File: src/rtl/ifetch_pkg.sv
// Shared definitions for the instruction fetch unit: FSM state encoding,
// the default sequential PC increment and the reset PC.
package ifetch_pkg;

    localparam int          PC_STEP_DEF = 4;
    localparam int unsigned RESET_PC    = 0;

    typedef enum logic [1:0] {
        IDLE  = 2'd0,
        FETCH = 2'd1,
        HOLD  = 2'd2,
        DROP  = 2'd3
    } ifetch_state_t;

endpackage

File: src/rtl/ifetch_slot.sv
// Output slot toward decode: one presentation register plus a one-entry skid
// buffer that catches a fetched word when decode is stalled.
// Handshake: a word transfers on a cycle where o_valid=1 and i_ready=1;
// o_data/o_pc hold stable while o_valid=1 and i_ready=0.
module ifetch_slot
    import ifetch_pkg::*;
#(
    parameter int DATA_WIDTH = 32
) (
    input  logic                  clk,
    input  logic                  rst,
    input  logic                  i_flush,
    input  logic                  i_wr_out,
    input  logic                  i_wr_skid,
    input  logic                  i_skid_to_out,
    input  logic [DATA_WIDTH-1:0] i_data,
    input  logic [DATA_WIDTH-1:0] i_pc,
    input  logic                  i_ready,
    output logic                  o_valid,
    output logic                  o_slot_free,
    output logic [DATA_WIDTH-1:0] o_data,
    output logic [DATA_WIDTH-1:0] o_pc
);

    logic                  r_valid;
    logic [DATA_WIDTH-1:0] r_data;
    logic [DATA_WIDTH-1:0] r_pc;
    logic                  r_skid_valid;
    logic [DATA_WIDTH-1:0] r_skid_data;
    logic [DATA_WIDTH-1:0] r_skid_pc;

    // Presentation register and skid buffer; a flush empties both.
    always_ff @(posedge clk) begin
        if (rst) begin
            r_valid      <= 1'b0;
            r_data       <= '0;
            r_pc         <= '0;
            r_skid_valid <= 1'b0;
            r_skid_data  <= '0;
            r_skid_pc    <= '0;
        end else if (i_flush) begin
            r_valid      <= 1'b0;
            r_skid_valid <= 1'b0;
        end else begin
            if (i_wr_out) begin
                r_data  <= i_data;
                r_pc    <= i_pc;
                r_valid <= 1'b1;
            end else if (i_skid_to_out && r_skid_valid) begin
                r_data       <= r_skid_data;
                r_pc         <= r_skid_pc;
                r_valid      <= 1'b1;
                r_skid_valid <= 1'b0;
            end else if (i_ready) begin
                r_valid <= 1'b0;
            end
            if (i_wr_skid) begin
                r_skid_data  <= i_data;
                r_skid_pc    <= i_pc;
                r_skid_valid <= 1'b1;
            end
        end
    end

    assign o_valid     = r_valid;
    assign o_slot_free = !r_valid || i_ready;
    assign o_data      = r_data;
    assign o_pc        = r_pc;

endmodule

File: src/rtl/ifetch_unit.sv
// Instruction fetch controller: drives the external PC register (pc_next /
// pc_en), fetches over imem req/ack and presents words to decode.
// Optional feature macro: IFETCH_MISALIGN_EN adds o_fetch_err and parks the
// unit on a misaligned PC or redirect target until the next redirect.
// imem handshake: o_imem_req is held with o_imem_addr stable until a cycle
// with i_imem_ack=1, which completes the request in that same cycle.
module ifetch_unit
    import ifetch_pkg::*;
#(
    parameter int DATA_WIDTH = 32,
    parameter int PC_STEP    = PC_STEP_DEF
) (
    input  logic                  clk,
    input  logic                  rst,
    input  logic [DATA_WIDTH-1:0] i_pc_cur,
    output logic [DATA_WIDTH-1:0] o_pc_next,
    output logic                  o_pc_en,
    input  logic                  i_br_taken,
    input  logic [DATA_WIDTH-1:0] i_br_target,
    output logic                  o_imem_req,
    output logic [DATA_WIDTH-1:0] o_imem_addr,
    input  logic                  i_imem_ack,
    input  logic [DATA_WIDTH-1:0] i_imem_rdata,
    output logic                  o_inst_valid,
    input  logic                  i_inst_ready,
    output logic [DATA_WIDTH-1:0] o_inst_out,
    output logic [DATA_WIDTH-1:0] o_inst_pc,
`ifdef IFETCH_MISALIGN_EN
    output logic                  o_fetch_err,
`endif
    output ifetch_state_t         o_dbg_state
);

    ifetch_state_t         r_state;
    logic                  r_imem_req;
    logic [DATA_WIDTH-1:0] r_imem_addr;
    logic                  r_fetch_err;

    logic w_ack;
    logic w_fetch_done;
    logic w_slot_free;
    logic w_seq_adv;
    logic w_pc_bad;
    logic w_tgt_bad;

`ifdef IFETCH_MISALIGN_EN
    assign w_pc_bad    = |i_pc_cur[1:0];
    assign w_tgt_bad   = |i_br_target[1:0];
    assign o_fetch_err = r_fetch_err;
`else
    assign w_pc_bad    = 1'b0;
    assign w_tgt_bad   = 1'b0;
`endif

    // An ack only counts while a request is actually outstanding.
    assign w_ack        = r_imem_req && i_imem_ack;
    assign w_fetch_done = (r_state == FETCH) && w_ack;
    assign w_seq_adv    = (w_fetch_done || (r_state == HOLD)) && w_slot_free;

    // Redirect wins over the sequential step; arithmetic wraps naturally.
    assign o_pc_next = i_br_taken ? i_br_target : i_pc_cur + DATA_WIDTH'(PC_STEP);
    assign o_pc_en   = !rst && (i_br_taken || w_seq_adv);

    // Fetch FSM: IDLE -> FETCH (issue, then wait ack) -> IDLE or HOLD; DROP
    // absorbs the ack of a request made stale by a redirect.
    always_ff @(posedge clk) begin
        if (rst) begin
            r_state     <= IDLE;
            r_imem_req  <= 1'b0;
            r_imem_addr <= DATA_WIDTH'(RESET_PC);
            r_fetch_err <= 1'b0;
        end else if (i_br_taken) begin
            r_fetch_err <= w_tgt_bad;
            if (r_imem_req && !i_imem_ack) begin
                r_state <= DROP;
            end else begin
                r_state    <= IDLE;
                r_imem_req <= 1'b0;
            end
        end else begin
            case (r_state)
                IDLE: begin
                    if (!r_fetch_err) r_state <= FETCH;
                end
                FETCH: begin
                    if (!r_imem_req) begin
                        if (w_pc_bad) begin
                            r_fetch_err <= 1'b1;
                            r_state     <= IDLE;
                        end else begin
                            r_imem_req  <= 1'b1;
                            r_imem_addr <= i_pc_cur;
                        end
                    end else if (i_imem_ack) begin
                        r_imem_req <= 1'b0;
                        r_state    <= w_slot_free ? IDLE : HOLD;
                    end
                end
                HOLD: begin
                    if (w_slot_free) r_state <= IDLE;
                end
                DROP: begin
                    if (i_imem_ack) begin
                        r_imem_req <= 1'b0;
                        r_state    <= IDLE;
                    end
                end
                default: r_state <= IDLE;
            endcase
        end
    end

    ifetch_slot #(.DATA_WIDTH(DATA_WIDTH)) u_slot (
        .clk          (clk),
        .rst          (rst),
        .i_flush      (i_br_taken),
        .i_wr_out     (w_fetch_done && w_slot_free),
        .i_wr_skid    (w_fetch_done && !w_slot_free),
        .i_skid_to_out((r_state == HOLD) && w_slot_free),
        .i_data       (i_imem_rdata),
        .i_pc         (r_imem_addr),
        .i_ready      (i_inst_ready),
        .o_valid      (o_inst_valid),
        .o_slot_free  (w_slot_free),
        .o_data       (o_inst_out),
        .o_pc         (o_inst_pc)
    );

    assign o_imem_req  = r_imem_req;
    assign o_imem_addr = r_imem_addr;
    assign o_dbg_state = r_state;

endmodule

File: config.mk
export PLATFORM = sky130hd
export DESIGN_NAME = ifetch_unit
export DESIGN_NICKNAME = d
export VERILOG_FILES = /design/src/rtl/ifetch_pkg.sv /design/src/rtl/ifetch_slot.sv /design/src/rtl/ifetch_unit.sv
export SDC_FILE = /design/constraint.sdc
export NUM_CORES = 1
export LEC_CHECK = 0
export BUFFER_PORTS_ARGS = -buffer_cell sky130_fd_sc_hd__buf_2
export CAP_MARGIN = 20
export CORE_MARGIN = 1.5
export CORE_UTILIZATION = 30
export CTS_BUF_LIST = sky130_fd_sc_hd__clkbuf_4
export DETAILED_ROUTE_END_ITERATION = 6
export PLACE_DENSITY = 0.49
export SYNTH_ARGS = -nofsm -noshare
export SYNTH_HDL_FRONTEND = slang
export SYNTH_SLANG_ARGS = --single-unit
File: constraint.sdc
create_clock -name clk -period 3.25 [get_ports clk]
set_input_delay 0 -clock clk [delete_from_list [all_inputs] [get_ports clk]]
set_output_delay 0 -clock clk [all_outputs]
set_load 0.02 [all_outputs]
==> reports/summary.txt <==
=====================================================================================================
Post-synthesis simple-gate area fraction ...............................................        21.7%
Die W ..................................................................................       171 um
Height of the chip .....................................................................       171 um
Number of setup buffers added after CTS ................................................            0
CTS sink count .........................................................................          165
Htree depth ............................................................................            4
Number of max-slew violations in the final report ......................................            0
Cell area after synthesis .............................................................. 0.00845 mm^2
Global-route wire length before repair .................................................      47.0 mm
Number of buffers inserted during clock tree synthesis .................................           17
Number of detailed-routing iterations run before antenna repair ........................            5
Hold violation count in the final report ...............................................            0
Number of rows created at floorplan ....................................................           61
Clock-pin slew on the worst setup and hold paths .......................................      0.17 ns
Clock tree from TritonCTS ..............................................................          yes
Longest Clk Path Bufs ..................................................................            2
Setup TNS ..............................................................................         0 ns
FILL cells .............................................................................         2948
Period minus WS final ..................................................................      2.82 ns
I/O pin count ..........................................................................          234
Core Region ............................................................................  0.0278 mm^2
Total wirelength of the detailed-routed design .........................................      29.9 mm
Signed area change from the synthesized netlist to the final layout ....................        33.0%
Number of different library cells in the post-synthesis netlist ........................           38
Post-route ant nets ....................................................................            0
Average routed wire per standard cell ..................................................      17.3 um
Worst hold-check path type .............................................................    in -> reg
Post-route DRC violation count .........................................................            0
Post-placement setup slack .............................................................     0.956 ns
Worst Setup Start Kind .................................................................         flop
PortBufs ...............................................................................          233
Antenna violations before repair .......................................................            1
Top cells by instance count after synthesis ............................................ 218 x sky130_fd_sc_hd__nand2_1, 165 x sky130_fd_sc_hd__dfxtp_1, 107 x sky130_fd_sc_hd__clkbuf_1
Xor and xnor fraction of the mapped netlist area .......................................        1.35%
Vias per cell ..........................................................................         5.29
Detailed-placement wirelength estimate .................................................      17.5 mm
Critical Path RT .......................................................................      3.75 ns
Number of nets in the layout ...........................................................         1439
Clock root cell ........................................................................ sky130_fd_sc_hd__clkbuf_4
Mean area per synthesized cell .........................................................    7.81 um^2
Prevailing post-synth register cell .................................................... sky130_fd_sc_hd__dfxtp_1
Arr. time, crit path ...................................................................      3.32 ns
Fraction of layout instances using a drive strength above 1 ............................        22.1%
Run status ............................................................................. complete, no violations
Post-synthesis share of cell area spent on full adders, half adders and majority gates .       0.148%
DIE AREA ...............................................................................  0.0292 mm^2
Placer's final routability congestion estimate .........................................        0.782
Via count of the first global-routing pass .............................................         8463
Cell area power density ................................................................  339 mW/mm^2
Dpl cell area .......................................................................... 0.00989 mm^2
Max IR drop VDD ........................................................................       165 uV
Setup violation total in the final timing report .......................................            0
Transition at the pin with the smallest max-transition slack ...........................     0.956 ns
Leakage dissipation ....................................................................      4.07 nW
Critical setup path kind ...............................................................   reg -> reg
Starting DRC count in detailed routing .................................................          820
Maximum clock skew at final layout .....................................................    0.0229 ns
Non-filler cells, final ................................................................         1729
Fraction of the mapped netlist area in compound gates ..................................        28.5%
Tcrit/Tclk final .......................................................................        86.6%
Global router's overall resource usage .................................................        20.2%
Maximum number of pins on one net before global-route repair ...........................          130
Sort of element at the end of the critical path ........................................         flop
Mux cell area share after synthesis ....................................................       0.400%
Cell with the most instances after synthesis ........................................... sky130_fd_sc_hd__nand2_1
Warnings from Yosys ....................................................................            0
Fraction of the yosys area taken by sequential cells ...................................        39.1%
Top cell type's share of synthesized area ..............................................        39.1%
RSZ-0062 raised after global routing ...................................................           no
Instance count after placement with tap cells included .................................         1590
Number of vias in the routed layout ....................................................         9138
Fraction of synthesis flops using an asynchronous set or reset pin .....................           0%
Worst-case register-to-register setup slack ............................................      0.43 ns
Synthesized net count ..................................................................         1184
Setup slack of the critical path after layout ..........................................     0.435 ns
Number of flip-flops and latches in the synthesized netlist ............................          165
Leading post-synthesis cells by cell area .............................................. sky130_fd_sc_hd__dfxtp_1 39%, sky130_fd_sc_hd__nand2_1 9.7%, sky130_fd_sc_hd__a2111oi_0 6.6%
Clock latency at the later pin of the worst-skew pair ..................................      0.57 ns
Maximum achievable frequency ...........................................................    0.355 GHz
Final non-filler cell area .............................................................  0.0112 mm^2
Crit path max fanout ...................................................................           32
EDFF count, synth ......................................................................            0
Starting utilization of the core area ..................................................        30.4%
Largest area contributor in the synthesized netlist .................................... sky130_fd_sc_hd__dfxtp_1
Combinational family with the most area after synthesis ................................ compound AO/OA/AOI/OAI gates
Max cap viols ..........................................................................            0
Slew headroom ..........................................................................        35.9%
Total grt overflow .....................................................................            0
Number of cells produced by synthesis ..................................................         1082
Worst hold margin ......................................................................     0.109 ns
=====================================================================================================
-- layout make-up --
class                           instances  area [um^2]  area share, %
Antenna cell                            1         2.50         0.0223
Clock buffer                           17          128           1.14
Clock inverter                         15          166           1.48
Inverter                               72          270           2.40
Multi-Input combinational cell        724         4450           39.6
Sequential cell                       165         3310           29.4
Tap cell                              378          473           4.21
Timing Repair Buffer                  357         2450           21.8
-- routing by layer --
layer / vias to the layer above / GRT usage, % / part of all wire [%]
met1: 4389 / 27.2 / 47
li1: 4454 / - / -
met4: 0 / 3.97 / 0.80
met5: - / 0 / 0
met3: 16 / 4.05 / 5.3
met2: 279 / 33.4 / 46
-- registers in the layout (all words and copies together), names as in the netlist --
| signal | count |
|---|---|
| u_slot.r_skid_valid | 1 |
| u_slot.o_pc | 32 |
| u_slot.r_skid_data | 32 |
| o_dbg_state | 2 |
| u_slot.o_data | 32 |
| o_imem_addr | 32 |
| u_slot.o_valid | 1 |
| o_imem_req | 1 |
| u_slot.r_skid_pc | 32 |
-- placed cells by master, fill, tap and decap left out, drive strengths merged, types with 2 or more instances in the layout --
cell type    Yosys  routed
o21ai           28      28
o31a            64      64
a2111oi         64      64
xor2             2       2
xnor2           11      11
nand2          218     218
clkbuf         107      17
or3             11      11
and4             2       2
mux2             3       3
a21o             2       2
a31oi           15      15
nor3             6       6
nor4b           64      64
nor4             4       4
dfxtp          165     165
o31ai            4       4
inv             71      77
nand3           12      12
and3             4       4
dlygate4sd3      0     106
a21oi          101     101
or4              6       6
nand4            9       9
clkinv           1       9
buf             14     251
a211oi          64      64
nor2            22      22
-- metrics by stage --
stage	total power [mW]	util [%]
CTS	3.88	40.5
finish	3.81	40.5
detailed placement	2.53	35.6
global placement	2.54	35.6
floorplan	2.33	-
global route	4.00	40.5
-- where the power goes --
group	internal, mW	switching, mW	leakage (nW)
clock network	0.355	0.886	0.155
logic	0.209	0.291	2.58
registers	2.04	0.0252	1.33
-- worst paths after layout --
path / start / to / depth (start not counted)
setup reg to reg: o_dbg_state[1] / u_slot.r_skid_data[12] / 6
hold / removal: i_br_taken / u_slot.o_data[6] / 3
hold reg to reg: u_slot.o_data[12] / u_slot.o_data[12] / 2
setup / recovery: o_dbg_state[1] / u_slot.r_skid_data[12] / 6
-- logic make-up (layout without fill, tap and decap cells) --
family | after synthesis | in the layout
simple gates | 362 | 362
compound gates | 345 | 345
buf+inv | 193 | 461
flops | 165 | 165
xor+xnor | 13 | 13
mux | 3 | 3
fa+ha+maj | 1 | 1
other cells | 0 | 1
-- critical path, stage by stage, from the launching register on --
cell and delay [ns]:
sky130_fd_sc_hd__dfxtp_4 0.49, sky130_fd_sc_hd__nor2_1 0.30, sky130_fd_sc_hd__and3_2 0.77, sky130_fd_sc_hd__buf_4 0.40, sky130_fd_sc_hd__nand2_1 0.09, sky130_fd_sc_hd__a21oi_1 0.14, sky130_fd_sc_hd__dlygate4sd3_1 0.57
-- repair_timing --
item | in CTS | in global routing
hold buffers | 106 | 0
resized for setup | 0 | 0
hold endpoints to repair | 103 | 0
(Power assumes the default switching activity.)
